<file path="src/rtl/argmax_classifier_if.sv">
// Score-vector input and classification result bundle for argmax_classifier.
interface argmax_classifier_if #(
  parameter int unsigned NUM_CLASSES  = 10,
  parameter int unsigned RESULT_WIDTH = 32,
  parameter int unsigned OUTPUT_WIDTH = 4
);

  logic [NUM_CLASSES*RESULT_WIDTH-1:0] data_in;
  logic                                in_valid;
  logic                                in_ready;
  logic [OUTPUT_WIDTH-1:0]             classfication_out;
  logic [RESULT_WIDTH-1:0]             max_out;
  logic [RESULT_WIDTH-1:0]             margin_out;
  logic                                out_valid;
  logic                                out_ready;
  logic                                busy;

  // Producer/consumer side: supplies scores and accepts results.
  modport master (
    output data_in, in_valid, out_ready,
    input  in_ready, classfication_out, max_out, margin_out, out_valid, busy
  );

  // Classifier side.
  modport slave (
    input  data_in, in_valid, out_ready,
    output in_ready, classfication_out, max_out, margin_out, out_valid, busy
  );

endinterface

</file>
<file path="src/rtl/argmax_classifier.sv">
// Sequential argmax over a captured score vector: one class compared per cycle,
// reporting winning index, winning score and top-1/top-2 margin.
module argmax_classifier #(
  parameter int unsigned NUM_CLASSES  = 10,
  parameter int unsigned RESULT_WIDTH = 32,
  parameter int unsigned OUTPUT_WIDTH = 4,
  parameter bit          SIGNED_CMP   = 1'b1
) (
  input logic               clk,
  input logic               rst,
  argmax_classifier_if.slave bus
);

  localparam int unsigned IDX_W = (NUM_CLASSES > 1) ? $clog2(NUM_CLASSES) : 1;
  localparam logic [RESULT_WIDTH-1:0] SCORE_MIN =
    SIGNED_CMP ? {1'b1, {(RESULT_WIDTH-1){1'b0}}} : '0;
  localparam logic [OUTPUT_WIDTH-1:0] LAST_IDX = OUTPUT_WIDTH'(NUM_CLASSES - 1);

  typedef enum logic [1:0] {
    ST_IDLE = 2'd0,
    ST_SCAN = 2'd1,
    ST_DONE = 2'd2
  } state_e;

  state_e                  state_q, state_d;
  logic [RESULT_WIDTH-1:0] scores_q [NUM_CLASSES];
  logic [RESULT_WIDTH-1:0] scores_d [NUM_CLASSES];
  logic [RESULT_WIDTH-1:0] best_q, best_d;
  logic [RESULT_WIDTH-1:0] second_q, second_d;
  logic [OUTPUT_WIDTH-1:0] best_idx_q, best_idx_d;
  logic [OUTPUT_WIDTH-1:0] idx_q, idx_d;
  logic [OUTPUT_WIDTH-1:0] class_q, class_d;
  logic [RESULT_WIDTH-1:0] max_q, max_d;
  logic [RESULT_WIDTH-1:0] margin_q, margin_d;
  logic                    in_ready_q, in_ready_d;
  logic                    out_valid_q, out_valid_d;
  logic                    busy_q, busy_d;
  logic [RESULT_WIDTH-1:0] cur_score;

  // Strict greater-than in the configured number format.
  function automatic logic score_gt(input logic [RESULT_WIDTH-1:0] a,
                                    input logic [RESULT_WIDTH-1:0] b);
    if (SIGNED_CMP) begin
      return $signed(a) > $signed(b);
    end else begin
      return a > b;
    end
  endfunction

  // Next-state, scan datapath and registered-output values.
  always_comb begin
    state_d     = state_q;
    scores_d    = scores_q;
    best_d      = best_q;
    second_d    = second_q;
    best_idx_d  = best_idx_q;
    idx_d       = idx_q;
    class_d     = class_q;
    max_d       = max_q;
    margin_d    = margin_q;
    in_ready_d  = in_ready_q;
    out_valid_d = out_valid_q;
    busy_d      = busy_q;
    cur_score   = scores_q[idx_q[IDX_W-1:0]];

    case (state_q)
      ST_IDLE: begin
        if (bus.in_valid && in_ready_q) begin
          for (int unsigned k = 0; k < NUM_CLASSES; k++) begin
            scores_d[k] = bus.data_in[k*RESULT_WIDTH +: RESULT_WIDTH];
          end
          best_d     = bus.data_in[RESULT_WIDTH-1:0];
          best_idx_d = '0;
          second_d   = SCORE_MIN;
          idx_d      = OUTPUT_WIDTH'(1);
          state_d    = ST_SCAN;
          in_ready_d = 1'b0;
          busy_d     = 1'b1;
        end
      end

      ST_SCAN: begin
        // Strict compares keep the lowest index on ties; a tie still feeds second.
        if (score_gt(cur_score, best_q)) begin
          second_d   = best_q;
          best_d     = cur_score;
          best_idx_d = idx_q;
        end else if (score_gt(cur_score, second_q)) begin
          second_d = cur_score;
        end

        if (idx_q == LAST_IDX) begin
          state_d     = ST_DONE;
          busy_d      = 1'b0;
          out_valid_d = 1'b1;
          class_d     = best_idx_d;
          max_d       = best_d;
          // best >= second always, so the modular difference is the true margin.
          margin_d    = best_d - second_d;
        end else begin
          idx_d = idx_q + OUTPUT_WIDTH'(1);
        end
      end

      ST_DONE: begin
        if (bus.out_ready && out_valid_q) begin
          state_d     = ST_IDLE;
          out_valid_d = 1'b0;
          in_ready_d  = 1'b1;
        end
      end

      default: begin
        state_d     = ST_IDLE;
        in_ready_d  = 1'b1;
        out_valid_d = 1'b0;
        busy_d      = 1'b0;
      end
    endcase
  end

  // State and datapath registers with synchronous active-low reset.
  always_ff @(posedge clk) begin
    if (!rst) begin
      state_q     <= ST_IDLE;
      scores_q    <= '{default: '0};
      best_q      <= '0;
      second_q    <= '0;
      best_idx_q  <= '0;
      idx_q       <= '0;
      class_q     <= '0;
      max_q       <= '0;
      margin_q    <= '0;
      in_ready_q  <= 1'b1;
      out_valid_q <= 1'b0;
      busy_q      <= 1'b0;
    end else begin
      state_q     <= state_d;
      scores_q    <= scores_d;
      best_q      <= best_d;
      second_q    <= second_d;
      best_idx_q  <= best_idx_d;
      idx_q       <= idx_d;
      class_q     <= class_d;
      max_q       <= max_d;
      margin_q    <= margin_d;
      in_ready_q  <= in_ready_d;
      out_valid_q <= out_valid_d;
      busy_q      <= busy_d;
    end
  end

  assign bus.in_ready          = in_ready_q;
  assign bus.out_valid         = out_valid_q;
  assign bus.busy              = busy_q;
  assign bus.classfication_out = class_q;
  assign bus.max_out           = max_q;
  assign bus.margin_out        = margin_q;

endmodule

</file>
<file path="src/flat_wrapper.sv">
// flat-port wrapper written by rule: the top's interface ports become plain ports
module argmax_classifier_flat 
#(
  parameter int unsigned NUM_CLASSES  = 10,
  parameter int unsigned RESULT_WIDTH = 32,
  parameter int unsigned OUTPUT_WIDTH = 4,
  parameter bit          SIGNED_CMP   = 1'b1
)
  (clk, rst, bus_data_in, bus_in_valid, bus_out_ready, bus_in_ready, bus_classfication_out, bus_max_out, bus_margin_out, bus_out_valid, bus_busy);
  argmax_classifier_if #(.NUM_CLASSES(NUM_CLASSES), .RESULT_WIDTH(RESULT_WIDTH), .OUTPUT_WIDTH(OUTPUT_WIDTH)) bus_i ();
  input logic clk;
  input logic rst;
  input wire logic [$bits(bus_i.data_in)-1:0] bus_data_in;
  input wire logic [$bits(bus_i.in_valid)-1:0] bus_in_valid;
  input wire logic [$bits(bus_i.out_ready)-1:0] bus_out_ready;
  output wire logic [$bits(bus_i.in_ready)-1:0] bus_in_ready;
  output wire logic [$bits(bus_i.classfication_out)-1:0] bus_classfication_out;
  output wire logic [$bits(bus_i.max_out)-1:0] bus_max_out;
  output wire logic [$bits(bus_i.margin_out)-1:0] bus_margin_out;
  output wire logic [$bits(bus_i.out_valid)-1:0] bus_out_valid;
  output wire logic [$bits(bus_i.busy)-1:0] bus_busy;
  assign bus_i.data_in = bus_data_in;
  assign bus_i.in_valid = bus_in_valid;
  assign bus_i.out_ready = bus_out_ready;
  assign bus_in_ready = bus_i.in_ready;
  assign bus_classfication_out = bus_i.classfication_out;
  assign bus_max_out = bus_i.max_out;
  assign bus_margin_out = bus_i.margin_out;
  assign bus_out_valid = bus_i.out_valid;
  assign bus_busy = bus_i.busy;
  argmax_classifier #(.NUM_CLASSES(NUM_CLASSES), .RESULT_WIDTH(RESULT_WIDTH), .OUTPUT_WIDTH(OUTPUT_WIDTH), .SIGNED_CMP(SIGNED_CMP)) u_core (.clk(clk), .rst(rst), .bus(bus_i));
endmodule
</file>
<file path="config.mk">
export PLATFORM = sky130hd
export DESIGN_NAME = argmax_classifier_flat
export DESIGN_NICKNAME = d
export VERILOG_FILES = /design/src/rtl/argmax_classifier_if.sv /design/src/rtl/argmax_classifier.sv /design/src/flat_wrapper.sv
export SDC_FILE = /design/constraint.sdc
export NUM_CORES = 1
export LEC_CHECK = 0
export BUFFER_PORTS_ARGS = -buffer_cell sky130_fd_sc_hd__buf_4
export CELL_PAD_IN_SITES_DETAIL_PLACEMENT = 0
export CELL_PAD_IN_SITES_GLOBAL_PLACEMENT = 1
export CORE_ASPECT_RATIO = 0.6
export CORE_MARGIN = 2
export CORE_UTILIZATION = 38
export CTS_CLUSTER_SIZE = 25
export DETAILED_ROUTE_END_ITERATION = 10
export PLACE_DENSITY = 0.84
export SLEW_MARGIN = 20
export SYNTH_ARGS = -nofsm -noshare
export SYNTH_HDL_FRONTEND = slang
export SYNTH_SLANG_ARGS = --single-unit
export TNS_END_PERCENT = 100
</file>
<file path="constraint.sdc">
create_clock -name clk -period 6.3 [get_ports clk]
set_input_delay 0.315 -clock clk [delete_from_list [all_inputs] [get_ports clk]]
set_output_delay 0.315 -clock clk [all_outputs]
set_load 0.02 [all_outputs]
</file>
==> key figures <==
Outcome
  • Status: finished, violations left
  • Violated checks: setup timing

Layout
  • Layout Nets: slightly below 4,000
  • Fillers: around 5,200
  • Util after Layout: 0.567
  • Layout cells sized above 1: 0.285
  • Non-filler cells in the finished layout: 4,321
  • Area Growth Syn to Fin: 46.3%

Synth
  • Cell taking the most area after synthesis: dfxtp_1
  • EDFF count, synth: 0
  • Post-Synth XOR/XNOR Area: 0.00721
  • Syn nets: around 3,200
  • #FFs+latches synth: roughly 470
  • Post-Synth Adder-Cell Area: 0.0535
  • Library cell with the highest instance count after synthesis: nand2_1
  • Post-Syn Area: roughly 23,000 um^2
  • Post-synthesis mux area share: 0.151
  • Ys async rst share: 0
  • Largest family of logic cells by synthesized area: simple AND/OR/NAND/NOR gates
  • Post-synth top area share: 0.403
  • Ys Warns: 0
  • Prevailing post-synth register cell: dfxtp_1
  • Sequential-to-total area share from yosys stat: 0.403
  • Synth area leaders: dfxtp_1 (40%), nand2_1 (14%), a21oi_1 (9.3%)
  • Simple-gate portion of the synthesized area: 0.179
  • Syn Area/Cell: 8.37 um^2
  • Post-synthesis cell count: ~2,800
  • Netlist cell types: 59
  • Synth top cells by count: nand2_1 (833), dfxtp_1 (465), a21oi_1 (430), clkbuf_1 (164), ha_1 (97)
  • Synth Area in Compound Gates: 0.157

Power and ir drop
  • Overall power: 11.2 mW
  • VDD IR max: slightly above 0.2 mV
  • Leakage: about 13 nW
  • PwrDens: around 330 nW/um^2

Die
  • Die area: between 60,000 and 70,000 um^2
  • Die Width: between 300 and 400 um
  • Core area: 59,600 um^2
  • Num rows: between 60 and 70
  • Ports: between 300 and 400
  • Die outline height: 195 um
  • Initial Util: 0.387

Global route
  • Initial antenna violation count: 5
  • GR Overflow Total: 0
  • Vias in the first global route: 23,100
  • Global-route wire length before repair: about 130,000 um
  • GRT Total Usage: 0.265
  • Largest net degree at the start of global routing: 219

STA
  • Post-layout min period: ~6.3 ns
  • Worst Max-Slew Pin Slew: between 1 and 1.5 ns
  • Pins Over Slew Limit: 0
  • Clk_skew: about 0.017 ns
  • Fin crit share: 1.00
  • Hold Vio Cnt, Final: 0
  • Setup violations, final: 1
  • Final worst slack: -0.0259 ns
  • RSZ-0062 raised after global routing: true
  • Fmax: between 150 and 200 MHz
  • Slew headroom: 0.250

Setup path
  • Critical Path Max Stage Delay: 0.43 ns
  • Worst EP arrival: around 6.9 ns
  • Crit start category: flop
  • Crit path buffers/inverters: 11
  • CP Capture Type: flop
  • Worst Path Max Fanout: 10
  • WP data required: between 6 and 7 ns
  • Most used cell along the critical path: buf_4
  • Crit path kind: reg -> reg
  • Crit path max-delay family: compound AO/OA/AOI/OAI gates
  • Slowest cell on crit path: mux2i_1

Placement
  • DP Worst Slack: -0.638 ns
  • DP Cell Count: between 3,000 and 4,000
  • Gp weighted congestion: between 0.9 and 1
  • IO Port Bufs: about 390
  • Dpl hpwl: roughly 60,000 um

Detailed routing
  • DR vias: 23,100
  • Routed wire per std cell: around 20 um
  • TritonRoute pass-1 iters: 7
  • Residual DRC count: 0
  • Drt total wl: around 87,000 um
  • Antenna Nets Post-Route: 0
  • Initial drt markers: 1,841
  • Vias per inst: roughly 5.3

Clock tree
  • CTS tree: yes
  • Worst skew pair latency: 0.59 ns
  • CTS Buf Count: 47
  • Reg clk slew, reported paths: ~0.06 ns
  • CTS root buf: clkbuf_16
  • Max Buffers Root-to-Sink: 3
  • H-tree Lvls: 2
  • Clk sink count: roughly 470

Hold path
  • Hold Path Class: in -> reg

Flow run
  • Max-Cap Viols: 0
worst min-delay path, cell delays in order:
cell and delay, ns:
buf_4 0.12, nand2_1 0.07, a21oi_1 0.06
logic make-up (layout without fill, tap and decap cells):
logic type	Yosys count	in the layout
AO/OA/AOI/OAI	652	652
XOR/XNOR	19	19
adder cells (fa/ha/maj)	98	98
buffers and inverters	280	1057
flip-flops	465	465
multiplexers	226	226
other	0	6
AND/OR/NAND/NOR	1017	1017
report_power, final:
group / internal [mW] / switching (mW) / leakage [nW] / total [mW]
clock network: 1.87 / 1.27 / 0.832 / 3.14
registers: 3.12 / 0.125 / 3.80 / 3.24
logic: 2.47 / 2.39 / 8.77 / 4.86
area by class of cell:
cell class	instances	area [um^2]	share of cell area
multi-input combinational	2012	13700	0.404
clock inverter	20	343	0.0102
antenna	6	15.0	0.000445
inverter	82	315	0.00934
tap	781	977	0.0290
sequential	465	9320	0.276
clock buffer	66	1380	0.0409
timing repair buffer	889	7750	0.230
what timing repair did:
item	in CTS	in global routing
pin swaps	18	80
hold buffers	251	0
cloned	4	2
endpoints found under the setup margin	22	22
setup buffers	12	40
resized for setup	59	144
hold endpoints to repair	251	0
state kept, by name, summed over array words and instances, names as in the netlist:
register and cells:
u_core.idx_q 4, u_core.state_q 2, u_core.second_q 32, u_core.bus.in_ready 1, u_core.bus.busy 1, u_core.bus.margin_out 32
u_core.bus.classfication_out 4, u_core.scores_q 320, u_core.bus.out_valid 1, u_core.bus.max_out 32, u_core.best_q 32, u_core.best_idx_q 4
routing by layer:
layer | up-vias | wire length [um] | global-route usage
li1 | 11000 | - | -
met1 | 11200 | 38600 | 0.361
met2 | 750 | 40500 | 0.429
met3 | 196 | 4730 | 0.0351
met4 | 0 | 2830 | 0.0933
met5 | - | 0 | 0
through the flow:
stage | hold WS (ns) | setup TNS (ns) | cell area, um^2
floorplan | 0.433 | 0 | 23100
global placement | 0.440 | -4.28 | 27900
detailed placement | 0.445 | -6.64 | 27900
CTS | 0.00139 | -0.0237 | 32600
global route | 0.00990 | -2.23 | 33700
finish | 0.0350 | -0.0259 | 33800
layout by cell type, fill, tap and decap left out, types with 12 or more instances in the layout:
| cell type | instances |
|---|---|
| a211oi_1 | 12 |
| a21o_1 | 23 |
| a21oi_1 | 416 |
| a21oi_2 | 14 |
| a31oi_1 | 34 |
| and2_1 | 32 |
| buf_12 | 20 |
| buf_4 | 598 |
| clkbuf_16 | 51 |
| dfxtp_1 | 461 |
| dlygate4sd3_1 | 251 |
| ha_1 | 76 |
| ha_4 | 20 |
| inv_1 | 81 |
| mux2_2 | 34 |
| mux2_4 | 28 |
| mux2i_1 | 54 |
| mux2i_2 | 19 |
| mux2i_4 | 27 |
| mux4_2 | 64 |
| nand2_1 | 830 |
| nand3_1 | 54 |
| nand4_1 | 14 |
| nor2_1 | 35 |
| o21ai_0 | 32 |
| o21ai_1 | 25 |
| o22ai_1 | 13 |
| o22ai_2 | 19 |
final timing paths:
kind,slack [ns],depth (start not counted),to,startpoint
max,-0.03,30,u_core.bus.margin_out[15],u_core.idx_q[0]
max reg2reg,-0.03,30,u_core.bus.margin_out[15],u_core.idx_q[0]
min reg2reg,0.45,2,u_core.scores_q[239],u_core.scores_q[239]
min,0.04,3,u_core.scores_q[1],bus_data_in[289]
No activity file was read; power rests on OpenSTA's default activity.
